===== src/rtl/task_out_packetizer.sv =====
// rtl/task_out_packetizer.sv - buffers task-core result words and replays them as one framed packet
module task_out_packetizer #(
    parameter int DATA_WIDTH = 8,
    parameter int MAX_WORDS  = 81,
    parameter int SIZE_WIDTH = 12
) (
    input  logic                  i_clk,
    input  logic                  i_rst_n,
    input  logic [DATA_WIDTH-1:0] i_data,
    input  logic                  i_data_valid,
    input  logic                  i_input_last,
    input  logic                  i_tmanager_ready,
    output logic                  o_in_ready,
    output logic                  o_tanswer_ready,
    output logic [DATA_WIDTH-1:0] o_tdata,
    output logic                  o_tanswer_data_last,
    output logic [SIZE_WIDTH-1:0] o_packet_size_in_bytes,
    output logic                  o_busy,
    output logic                  o_full,
    output logic                  o_drop
);

    localparam int CW    = $clog2(MAX_WORDS + 1);
    localparam int PW    = (MAX_WORDS > 1) ? $clog2(MAX_WORDS) : 1;
    localparam int BYTES = DATA_WIDTH / 8;

    generate
        if (DATA_WIDTH % 8 != 0 || DATA_WIDTH < 8) begin : g_bad_data_width
            $error("DATA_WIDTH must be a nonzero multiple of 8");
        end
        if (MAX_WORDS < 1) begin : g_bad_max_words
            $error("MAX_WORDS must be at least 1");
        end
        if (MAX_WORDS * BYTES >= (1 << SIZE_WIDTH)) begin : g_bad_size_width
            $error("SIZE_WIDTH too narrow for MAX_WORDS*DATA_WIDTH/8");
        end
    endgenerate

    typedef enum logic [1:0] {
        ST_IDLE = 2'd0,
        ST_LOAD = 2'd1,
        ST_SEND = 2'd2
    } state_t;

    state_t                state;
    logic [CW-1:0]         count;
    logic [PW-1:0]         rd_ptr;
    logic [DATA_WIDTH-1:0] mem [MAX_WORDS];
    logic                  in_ready_q;
    logic                  busy_q;
    logic                  drop_q;

    logic write_en;
    logic reaching_full;
    logic is_last;
    logic xfer;

    assign write_en      = i_data_valid && (state != ST_SEND);
    assign reaching_full = (count == CW'(MAX_WORDS - 1));
    assign is_last       = (state == ST_SEND) && (CW'(rd_ptr) == count - CW'(1));
    assign xfer          = (state == ST_SEND) && i_tmanager_ready;

    // Storage carries no reset; words past count are never read.
    always_ff @(posedge i_clk) begin
        if (write_en) begin
            mem[count[PW-1:0]] <= i_data;
        end
    end

    // in_ready/busy are registered from the next state so they read 0 during reset
    // and track the state from the first edge after release.
    always_ff @(posedge i_clk or negedge i_rst_n) begin
        if (!i_rst_n) begin
            state      <= ST_IDLE;
            count      <= '0;
            rd_ptr     <= '0;
            in_ready_q <= 1'b0;
            busy_q     <= 1'b0;
            drop_q     <= 1'b0;
        end else begin
            drop_q <= i_data_valid && (state == ST_SEND);
            case (state)
                ST_IDLE: begin
                    if (write_en) begin
                        count  <= count + CW'(1);
                        busy_q <= 1'b1;
                        if (i_input_last || reaching_full) begin
                            state      <= ST_SEND;
                            in_ready_q <= 1'b0;
                        end else begin
                            state      <= ST_LOAD;
                            in_ready_q <= 1'b1;
                        end
                    end else begin
                        in_ready_q <= 1'b1;
                        busy_q     <= 1'b0;
                    end
                end
                ST_LOAD: begin
                    busy_q <= 1'b1;
                    if (write_en) begin
                        count <= count + CW'(1);
                    end
                    if (i_input_last || (write_en && reaching_full)) begin
                        state      <= ST_SEND;
                        in_ready_q <= 1'b0;
                    end else begin
                        in_ready_q <= 1'b1;
                    end
                end
                ST_SEND: begin
                    if (xfer && is_last) begin
                        state      <= ST_IDLE;
                        count      <= '0;
                        rd_ptr     <= '0;
                        in_ready_q <= 1'b1;
                        busy_q     <= 1'b0;
                    end else begin
                        if (xfer) begin
                            rd_ptr <= rd_ptr + PW'(1);
                        end
                        in_ready_q <= 1'b0;
                        busy_q     <= 1'b1;
                    end
                end
                default: begin
                    state      <= ST_IDLE;
                    count      <= '0;
                    rd_ptr     <= '0;
                    in_ready_q <= 1'b1;
                    busy_q     <= 1'b0;
                end
            endcase
        end
    end

    assign o_in_ready             = in_ready_q;
    assign o_busy                 = busy_q;
    assign o_drop                 = drop_q;
    assign o_tanswer_ready        = (state == ST_SEND);
    assign o_tdata                = mem[rd_ptr];
    assign o_tanswer_data_last    = is_last;
    assign o_full                 = (count == CW'(MAX_WORDS));
    assign o_packet_size_in_bytes = (state == ST_SEND)
                                  ? SIZE_WIDTH'(count) * SIZE_WIDTH'(BYTES)
                                  : '0;

endmodule


===== config.mk =====
export PLATFORM = sky130hd
export DESIGN_NAME = task_out_packetizer
export DESIGN_NICKNAME = d
export VERILOG_FILES = /design/src/rtl/task_out_packetizer.sv
export SDC_FILE = /design/constraint.sdc
export NUM_CORES = 1
export LEC_CHECK = 0
export ABC_AREA = 0
export CORE_UTILIZATION = 50
export CTS_BUF_LIST = sky130_fd_sc_hd__clkbuf_8
export DETAILED_ROUTE_END_ITERATION = 7
export PLACE_DENSITY_LB_ADDON = 0.15
export SYNTH_ARGS = -nofsm -noshare
export SYNTH_HDL_FRONTEND = slang
export SYNTH_SLANG_ARGS = --single-unit

===== constraint.sdc =====
create_clock -name i_clk -period 7.2 [get_ports i_clk]
set_input_delay 1.44 -clock i_clk [delete_from_list [all_inputs] [get_ports i_clk]]
set_output_delay 1.44 -clock i_clk [all_outputs]
set_load 0.005 [all_outputs]

==> impl_metrics.env <==
export IMPL_outcome="complete, no violations"
export IMPL_rows=83
export IMPL_wire_per_inst_um=28.03
export IMPL_vdd_ir_drop_max_v=0.0002632
export IMPL_multi_input_area_mm2=0.006020
export IMPL_die_area_mm2=0.05366
export IMPL_ctsHoldBuffers=0
export IMPL_fin_util=0.5643
export IMPL_cts_resized=0
export IMPL_hold_path_class="flip-flop to flip-flop"
export IMPL_ant_nets=0
export IMPL_routed_wl_mm=59.07
export IMPL_finalCriticalPeriod_ps=5887
export IMPL_synth_cells=1254
export IMPL_p_seq_frac=0.447
export IMPL_fin_crit_sh=0.8176
export IMPL_rr_startpoint="state[1]"
export IMPL_grt_usage=0.2297
export IMPL_grt_pass1_vias=12810
export IMPL_place_congestion=0.8089
export IMPL_clockRootBuffer="clkbuf_8"
export IMPL_cp_arrival_ps=4450
export IMPL_dp_cells=1922
export IMPL_final_common_cell="edfxtp_1"
export IMPL_path_clk_slew_ps=60
export IMPL_slew_violations=0
export IMPL_synth_top_area_cell="edfxtp_1"
export IMPL_ys_types=51
export IMPL_dpl_hpwl_mm=34.60
export IMPL_final_cell_mix="edfxtp_1, mux4_2, nor2_1"
export IMPL_synth_flop_cell="edfxtp_1"
export IMPL_p_switching_mw=3.106
export IMPL_cts_sinks=667
export IMPL_grt_antenna_before_repair=0
export IMPL_regArea_mm2=0.01994
export IMPL_relSlewSlack=0.2687
export IMPL_vias_per_cell=6.013
export IMPL_fin_cells=2107
export IMPL_setup_viol=0
export IMPL_crit_type="flip-flop to primary output"
export IMPL_swShare=0.3032
export IMPL_fmax_ghz=0.1699
export IMPL_drtIter0Drc=1326
export IMPL_num_vias=12670
export IMPL_core_area_mm2=0.05172
export IMPL_power_mw=10.25
export IMPL_synth_seq_cells=667
export IMPL_hp_start="state[0]"
export IMPL_ios=39
export IMPL_n_fill_cell=3885
export IMPL_drc_errors=0
export IMPL_start_util=0.5098
export IMPL_holdWs_ps=555.5
export IMPL_overflow=0
export IMPL_critPathLaunchType="flip-flop"
export IMPL_pwr_share_comb=0.277
export IMPL_syn_area_per_cell_um2=21.03
export IMPL_final_hold_violation_count=0
export IMPL_tns_ps=0
export IMPL_drv_cap=0
export IMPL_intPower_mw=7.139
export IMPL_synth_area_leaders="edfxtp_1, mux4_2, dfrtp_1, nor2_1, nand2_1"
export IMPL_drive_above_1_share=0.2390
export IMPL_synth_area_mm2=0.02637
export IMPL_p_leak_nw=9.174
export IMPL_grt_max_degree=82
export IMPL_yosysWarnings=0
export IMPL_worstMarginPinSlew_ps=1093
export IMPL_p_clk_frac=0.277
export IMPL_layout_nets=1366
export IMPL_cts_setup_buffers=0
export IMPL_io_buffers=33
export IMPL_numCtsBuffers=105
export IMPL_worstSetupStartpoint="rd_ptr[0]"
export IMPL_synth_edf_count=648
export IMPL_cp_data_required_time_ps=5760
export IMPL_skew_ps=28.52
export IMPL_yosysSeqAreaShare=0.7560
export IMPL_fp_dieH_um=231.6
export IMPL_num_antenna_cells=0
export IMPL_rsz0062_at_grt="false"
export IMPL_cts_htree_levels=3
export IMPL_cts_tree="done"
export IMPL_clock_latency_ps=680
export IMPL_async_flop_share=0.02849
export IMPL_r2r_slack_ps=3770
export IMPL_dr_pass1_iters=5
export IMPL_path_max_fanout=42
export IMPL_die_w_um=231.6
export IMPL_yosysTopAreaCellShare=0.7380
export IMPL_grt_first_pass_wirelength_mm=87.46
export IMPL_clk_path_buf_depth=3
export IMPL_crit_path_end_kind="primary output"
export IMPL_syn_to_final_growth_pct=10.69
export IMPL_power_density_mw_per_mm2=351.0
-- Yosys cell counts, types with 5 or more instances --
| library cell | n |
|---|---|
| clkbuf_1 | 24 |
| dfrtp_1 | 19 |
| mux2i_1 | 14 |
| buf_4 | 14 |
| nand2_1 | 50 |
| and3_1 | 6 |
| o21ai_0 | 9 |
| and2_1 | 9 |
| xor2_1 | 6 |
| buf_6 | 8 |
| edfxtp_1 | 648 |
| nand3_1 | 6 |
| a22oi_1 | 12 |
| nor2_1 | 109 |
| a31oi_1 | 5 |
| buf_1 | 8 |
| nor2b_1 | 10 |
| mux4_2 | 188 |
| a21oi_1 | 14 |
| xnor2_1 | 7 |
| buf_2 | 16 |
| o21ai_1 | 7 |
| inv_1 | 8 |
-- layout make-up --
class | count | share of cell area
multi-input combinational | 512 | 0.2063
inverter | 9 | 0.001158
tap | 680 | 0.02915
timing repair buffer | 54 | 0.01749
sequential | 667 | 0.6834
clock inverter | 79 | 0.01260
clock buffer | 106 | 0.04999
-- cell families (layout without fill, tap and decap cells) --
family / count (synthesis) / in the layout / share of synthesized area
adders and majority gates: 4 / 4 / 0.001898
AOI/OAI and AO/OA: 80 / 80 / 0.02074
muxes: 203 / 203 / 0.1663
buffers and inverters: 79 / 248 / 0.01628
DFF: 667 / 667 / 0.7560
xor gates and xnor gates: 13 / 13 / 0.004318
other: 1 / 5 / 0.0001422
and+or+nand+nor: 207 / 207 / 0.03431
-- routing by layer --
metal	vias up	wire length (µm)	GRT usage
met4	0	1229	0.07113
met2	486	27550	0.3423
li1	5381	-	-
met1	6712	25220	0.3335
met3	90	5072	0.06201
met5	-	0	0
-- registers in the layout, summed over array words and instances (netlist names) --
signal,count
o_in_ready,1
mem,648
o_drop,1
state,2
count,7
o_busy,1
rd_ptr,7
-- critical path, stage by stage (launching register included) --
cell and delay [ps]:
dfrtp_4 1050, buf_4 380, mux4_2 580, mux4_2 490, a221oi_1 420, o21ai_1 250
clkdlybuf4s50_1 530
-- power by group through the flow --
stage | Combinational [mW] | Sequential [mW] | Clock, mW
after detailed placement | 2.84 | 4.66 | 0
after floorplan | 2.07 | 4.41 | 0
final | 2.83 | 4.58 | 2.83
after global routing | 3.00 | 4.60 | 3.06
after global placement | 2.83 | 4.66 | 0
after CTS | 2.86 | 4.58 | 2.89
-- through the flow --
step,cell area [µm²],setup slack [ps]
after global placement,27360,1946
after detailed placement,27360,1957
after CTS,29190,1192
final,29190,1313
after global routing,29190,1077
after floorplan,26380,3549
-- final timing paths --
kind | end | cells after the start
hold / removal | rd_ptr[1] | 1
setup reg to reg | mem[63][0] | 4
hold reg to reg | rd_ptr[1] | 1
max in group asynchronous | rd_ptr[1] | 1
setup / recovery | o_tdata[7] | 6
min in group asynchronous | count[6] | 1
Power figures use the tool's default switching activity.
